### src/rtl/ram_pkg.sv
`default_nettype none
// ============================================================================
// Module   : ram_pkg
// Purpose  : Command-word layout and opcodes shared by the SPI-slave byte RAM.
// Revision : 1.0 - initial release
// ============================================================================
package ram_pkg;

  localparam int CMD_W = 10;

  typedef enum logic [1:0] {
    CMD_WR_ADDR = 2'b00,
    CMD_WR_DATA = 2'b01,
    CMD_RD_ADDR = 2'b10,
    CMD_RD_DATA = 2'b11
  } cmd_e;

endpackage
`default_nettype wire

### src/rtl/ram.sv
`default_nettype none
// ============================================================================
// Module   : ram
// Purpose  : Single-port byte RAM behind the SPI slave. Decodes 10-bit command
//            words into address/data writes and registered reads.
//            Build option: define RAM_WR_ACK_EN to echo WR_DATA payloads on
//            dout with a one-cycle tx_valid acknowledge.
// Revision : 1.0 - initial release
// ============================================================================
module ram
  import ram_pkg::*;
#(
  parameter int MEM_DEPTH = 256,
  parameter int ADDR_SIZE = 8
) (
  input  logic             clk,
  input  logic             rst_n,
  input  logic [CMD_W-1:0] din,
  input  logic             rx_valid,
  output logic [7:0]       dout,
  output logic             tx_valid
);

  localparam int c_IDX_W = (MEM_DEPTH > 1) ? $clog2(MEM_DEPTH) : 1;

  logic [7:0] mem [0:MEM_DEPTH-1];

  logic [ADDR_SIZE-1:0] wr_addr_q, wr_addr_d;
  logic [ADDR_SIZE-1:0] rd_addr_q, rd_addr_d;
  logic [7:0]           dout_q, dout_d;
  logic                 tx_valid_q, tx_valid_d;

  cmd_e                 w_cmd;
  logic [7:0]           w_payload;
  logic [c_IDX_W-1:0]   w_wr_idx;
  logic [c_IDX_W-1:0]   w_rd_idx;
  logic                 w_wr_in_range;
  logic                 w_rd_in_range;
  logic                 w_mem_we;
  logic [7:0]           w_rd_data;

  assign w_cmd     = cmd_e'(din[CMD_W-1 -: 2]);
  assign w_payload = din[7:0];
  assign w_wr_idx  = c_IDX_W'(wr_addr_q);
  assign w_rd_idx  = c_IDX_W'(rd_addr_q);

  // Range checks only exist when the address space exceeds the array.
  generate
    if (MEM_DEPTH >= (1 << ADDR_SIZE)) begin : g_full_map
      assign w_wr_in_range = 1'b1;
      assign w_rd_in_range = 1'b1;
    end else begin : g_partial_map
      assign w_wr_in_range = (int'(wr_addr_q) < MEM_DEPTH);
      assign w_rd_in_range = (int'(rd_addr_q) < MEM_DEPTH);
    end
  endgenerate

  assign w_rd_data = w_rd_in_range ? mem[w_rd_idx] : 8'h00;

  always_comb begin
    wr_addr_d  = wr_addr_q;
    rd_addr_d  = rd_addr_q;
    dout_d     = dout_q;
    tx_valid_d = 1'b0;
    w_mem_we   = 1'b0;
    if (rx_valid) begin
      case (w_cmd)
        CMD_WR_ADDR: wr_addr_d = ADDR_SIZE'(w_payload);
        CMD_WR_DATA: begin
          w_mem_we = w_wr_in_range;
`ifdef RAM_WR_ACK_EN
          dout_d     = w_payload;
          tx_valid_d = 1'b1;
`endif
        end
        CMD_RD_ADDR: rd_addr_d = ADDR_SIZE'(w_payload);
        CMD_RD_DATA: begin
          dout_d     = w_rd_data;
          tx_valid_d = 1'b1;
        end
      endcase
    end
  end

  always_ff @(posedge clk or negedge rst_n) begin
    if (!rst_n) begin
      wr_addr_q  <= '0;
      rd_addr_q  <= '0;
      dout_q     <= 8'h00;
      tx_valid_q <= 1'b0;
    end else begin
      wr_addr_q  <= wr_addr_d;
      rd_addr_q  <= rd_addr_d;
      dout_q     <= dout_d;
      tx_valid_q <= tx_valid_d;
    end
  end

  // Array is deliberately outside the reset domain so contents survive rst_n.
  always_ff @(posedge clk) begin
    if (w_mem_we) begin
      mem[w_wr_idx] <= w_payload;
    end
  end

  assign dout     = dout_q;
  assign tx_valid = tx_valid_q;

endmodule
`default_nettype wire

### config.mk
export PLATFORM = sky130hd
export DESIGN_NAME = ram
export DESIGN_NICKNAME = d
export VERILOG_FILES = /design/src/rtl/ram_pkg.sv /design/src/rtl/ram.sv
export SDC_FILE = /design/constraint.sdc
export NUM_CORES = 2
export LEC_CHECK = 0
export CORE_ASPECT_RATIO = 0.9
export CORE_MARGIN = 1
export CORE_UTILIZATION = 45
export DETAILED_ROUTE_END_ITERATION = 10
export SLEW_MARGIN = 10
export SYNTH_ARGS = -nofsm -noshare
export SYNTH_HDL_FRONTEND = slang
export SYNTH_SLANG_ARGS = --single-unit
### constraint.sdc
create_clock -name clk -period 2.54 [get_ports clk]
set_clock_uncertainty 0.2 [all_clocks]
set_input_delay 0.381 -clock clk [delete_from_list [all_inputs] [get_ports clk]]
set_output_delay 0.381 -clock clk [all_outputs]
set_load 0.02 [all_outputs]
==> flow_summary.json <==
{
  "dieArea_mm2": 0.183,
  "place_congestion": 0.956,
  "ir_worst_vdd_uv": 761,
  "setup_viol": 8,
  "endpoint_kind": "flip-flop",
  "cp.arrival_ns": 3.74,
  "worst_slew_margin_rel": 0.294,
  "firstDrtPassIters": 7,
  "clk_path_buf_depth": 3,
  "synth_area_leaders": "edfxtp_1 (76%), mux4_2 (8.9%), mux2i_1 (4.0%)",
  "final_layout_size_suffix_gt1_frac": 0.355,
  "fmaxAchievable_mhz": 308,
  "rrSetupSlack_ns": -0.70,
  "grt_pass1_wl_um": 325000,
  "ys_types": 66,
  "final_cell_mix": "edfxtp_1 (2048), buf_4 (817), mux4_2 (330), mux2i_1 (311), nor2_1 (288)",
  "slowest_stage": "dfrtp_4",
  "net-switching-power_uw": 21300,
  "start_kind": "flip-flop",
  "timing.final.crit_share": 1.28,
  "p_per_area_mw_per_mm2": 816,
  "top_level_ports": 22,
  "fin_crit_ns": 3.24,
  "ys_ff_latch": 2073,
  "finalWirelength_um": 230000,
  "seqCellArea_mm2": 0.0621,
  "wl_per_cell_um": 30.3,
  "die-height_um": 405,
  "cts_buffers": 201,
  "core_area_mm2": 0.179,
  "finish.utilization": 0.559,
  "required_ns": 3.03,
  "r2r-end": "dout[0]",
  "finalPower_uw": 81600,
  "n_fill_cell": 13400,
  "rsz0062_at_grt": "yes",
  "cts_tree": "yes",
  "hp-start": "din[6]",
  "tightest_slew_ns": 1.06,
  "violations": "setup timing",
  "status": "finished, violations left",
  "dpl.hpwl_um": 151000,
  "multiInputGateArea_mm2": 0.0187,
  "synth_top_cell_by_area": "edfxtp_1",
  "grt_start_max_net_pins": 85,
  "yosysTopAreaCellShare": 0.756,
  "power_frac_seq": 0.466,
  "critPathMaxFanout": 6,
  "worst-path-buf-inv": 7,
  "insertion_delay_ns": 0.86,
  "worst_slack_ns": -0.703,
  "die_w_um": 450,
  "syn-num-nets": 4051,
  "vias": 44600,
  "timing.final.hold_violations": 0,
  "drv_cap": 0,
  "path_cells": "buf_12 > buf_12 > buf_12 > buf_6 > buf_16 > buf_4 > mux2i_1 > o22ai_4 > a2111oi_4 > buf_4 > a2111oi_4 > nand4b_1 > nand3_1",
  "start_util": 0.455,
  "hold_path.class": "in2reg",
  "grt_overflow_total": 0,
  "reg2regPathDepth": 13,
  "crit_family": "buffers and inverters",
  "htreeDepth": 4,
  "synth_seq_area_share": 0.763,
  "cpPeakStageDelay_ns": 0.51,
  "leakagePower_uw": 0.0336,
  "rows": 147,
  "clock-sinks": 2073,
  "cpMostUsedCell": "buf_12",
  "route.detailed.drc": 0,
  "viasPerCell": 5.89,
  "syn_avg_cell_area_um2": 20.2,
  "cts.clk_slew.worst_paths_ns": 0.06,
  "synth_area_mm2": 0.0814,
  "nNetsFinal": 5035,
  "drv_slew": 0,
  "synth_edf_count": 2048,
  "ant_nets": 0,
  "dp_slack_ns": -1.41,
  "clockPowerShare": 0.353,
  "critPathKind": "reg2reg",
  "ys_warn_count": 0,
  "dp_cells": 7085,
  "ys.flop_type": "edfxtp_1",
  "final_common_cell": "edfxtp_1",
  "area_delta_synth_final_pct": 22.9,
  "async_reset_ff_frac": 0.0121,
  "track_usage": 0.250,
  "r2r_start": "rd_addr_q[0]",
  "grt_pass1_vias": 43800,
  "syn_inst": 4038,
  "antenna_found_initial": 8,
  "port_buffers": 21,
  "p_sw_frac": 0.261,
  "p_int_uw": 60200,
  "worstHoldEndpoint": "mem[37][6]",
  "hold_depth": 1,
  "cts_root_buf": "clkbuf_16",
  "drt_iter0_markers": 5608,
  "pwr-share-comb": 0.182,
  "finalNonFillerCells": 7575
}
==> how the worst max path moves through the flow <==
| stage | from | depth (start not counted) | endpoint | slack, ns |
|---|---|---|---|---|
| after floorplan | w_wr_idx[2] | 8 | mem[235][0] | -0.005 |
| after global placement | rd_addr_q[0] | 9 | dout[0] | -1.78 |
| after detailed placement | rd_addr_q[0] | 10 | dout[3] | -1.41 |
| after CTS | rd_addr_q[0] | 11 | dout[0] | -0.63 |
| after global routing | rd_addr_q[0] | 13 | dout[0] | -0.81 |
| final | rd_addr_q[0] | 13 | dout[0] | -0.70 |
==> worst reg2reg max path: stages, from the launching register on <==
cell	delay (ns)
dfrtp_4	0.51
buf_12	0.16
buf_12	0.15
buf_12	0.14
buf_6	0.12
buf_16	0.13
buf_4	0.13
mux2i_1	0.26
o22ai_4	0.12
a2111oi_4	0.37
buf_4	0.23
a2111oi_4	0.06
nand4b_1	0.39
nand3_1	0.13
==> kinds of logic after synthesis <==
kind of cell	Yosys count	share of synthesized area
compound gates	431	0.0373
buf+inv	258	0.0246
flops	2073	0.763
mux	708	0.145
simple gates	568	0.0297
==> metal layers <==
metal	part of all wire	GRT usage
met5	0	0
met1	0.42	0.372
met4	0.027	0.0684
met3	0.097	0.0527
met2	0.45	0.376
==> synth_stat cells (4+ instances only) <==
cell	number
buf_12	24
o21ai_0	39
nand2_1	154
nand4b_1	4
buf_8	24
buf_6	20
nand3b_1	7
a221oi_1	15
nand3_1	38
a22oi_1	36
and2_1	4
inv_1	6
mux2i_1	327
a21oi_1	79
buf_1	10
nand4_1	8
or3b_2	4
a2111oi_1	4
dfrtp_1	25
or3_1	9
o22ai_1	100
mux2_2	17
clkbuf_8	7
buf_2	57
nor4_1	9
edfxtp_1	2048
mux4_2	323
clkbuf_1	87
nor3_1	15
buf_4	19
a2111oi_0	31
a32oi_1	6
o221ai_1	54
mux4_1	41
nor2b_1	12
a211oi_1	29
nor2_1	291
a31oi_1	5
==> power by group through the flow <==
stage                     combinational (uW)  clock [uW]  sequential (uW)
after floorplan                         6800           0            38600
after global placement                 12600           0            38700
after detailed placement               12600           0            38700
final                                  14800       28800            38000
after CTS                              14000       29100            38000
after global routing                   15400       30400            38000
==> flip-flops by register name, summed over array words and instances, names as in the netlist <==
signal,cells
mem,2048
dout,8
w_wr_idx,8
rd_addr_q,8
tx_valid,1
==> cell type report <==
cell class,instances,share of cell area
Clock inverter,114,0.00923
Inverter,8,0.000350
Multi-Input combinational cell,1707,0.187
Antenna cell,2,0.0000500
Tap cell,2384,0.0298
Clock buffer,256,0.0536
Timing Repair Buffer,1031,0.0989
Sequential cell,2073,0.621
==> per-stage QoR <==
stage	area (um^2)	TNS [ns]	hold WS (ns)
floorplan	81400	-0.331	-0.115
global placement	90600	-127.77	0.330
detailed placement	90600	-168.87	0.340
CTS	98900	-4.43	0.0210
global route	100000	-5.28	0.0482
finish	100000	-5.01	0.0474
==> timing repair <==
item | 4_1_cts | 5_1_grt
hold endpoints to repair | 296 | 0
setup endpoints to repair | 17 | 8
gates cloned | 9 | 3
pin swaps | 53 | 82
gates resized for setup | 255 | 145
buffers inserted | 57 | 54
hold buffers | 10 | 0
Note: power is estimated with default switching activity, not from simulation.
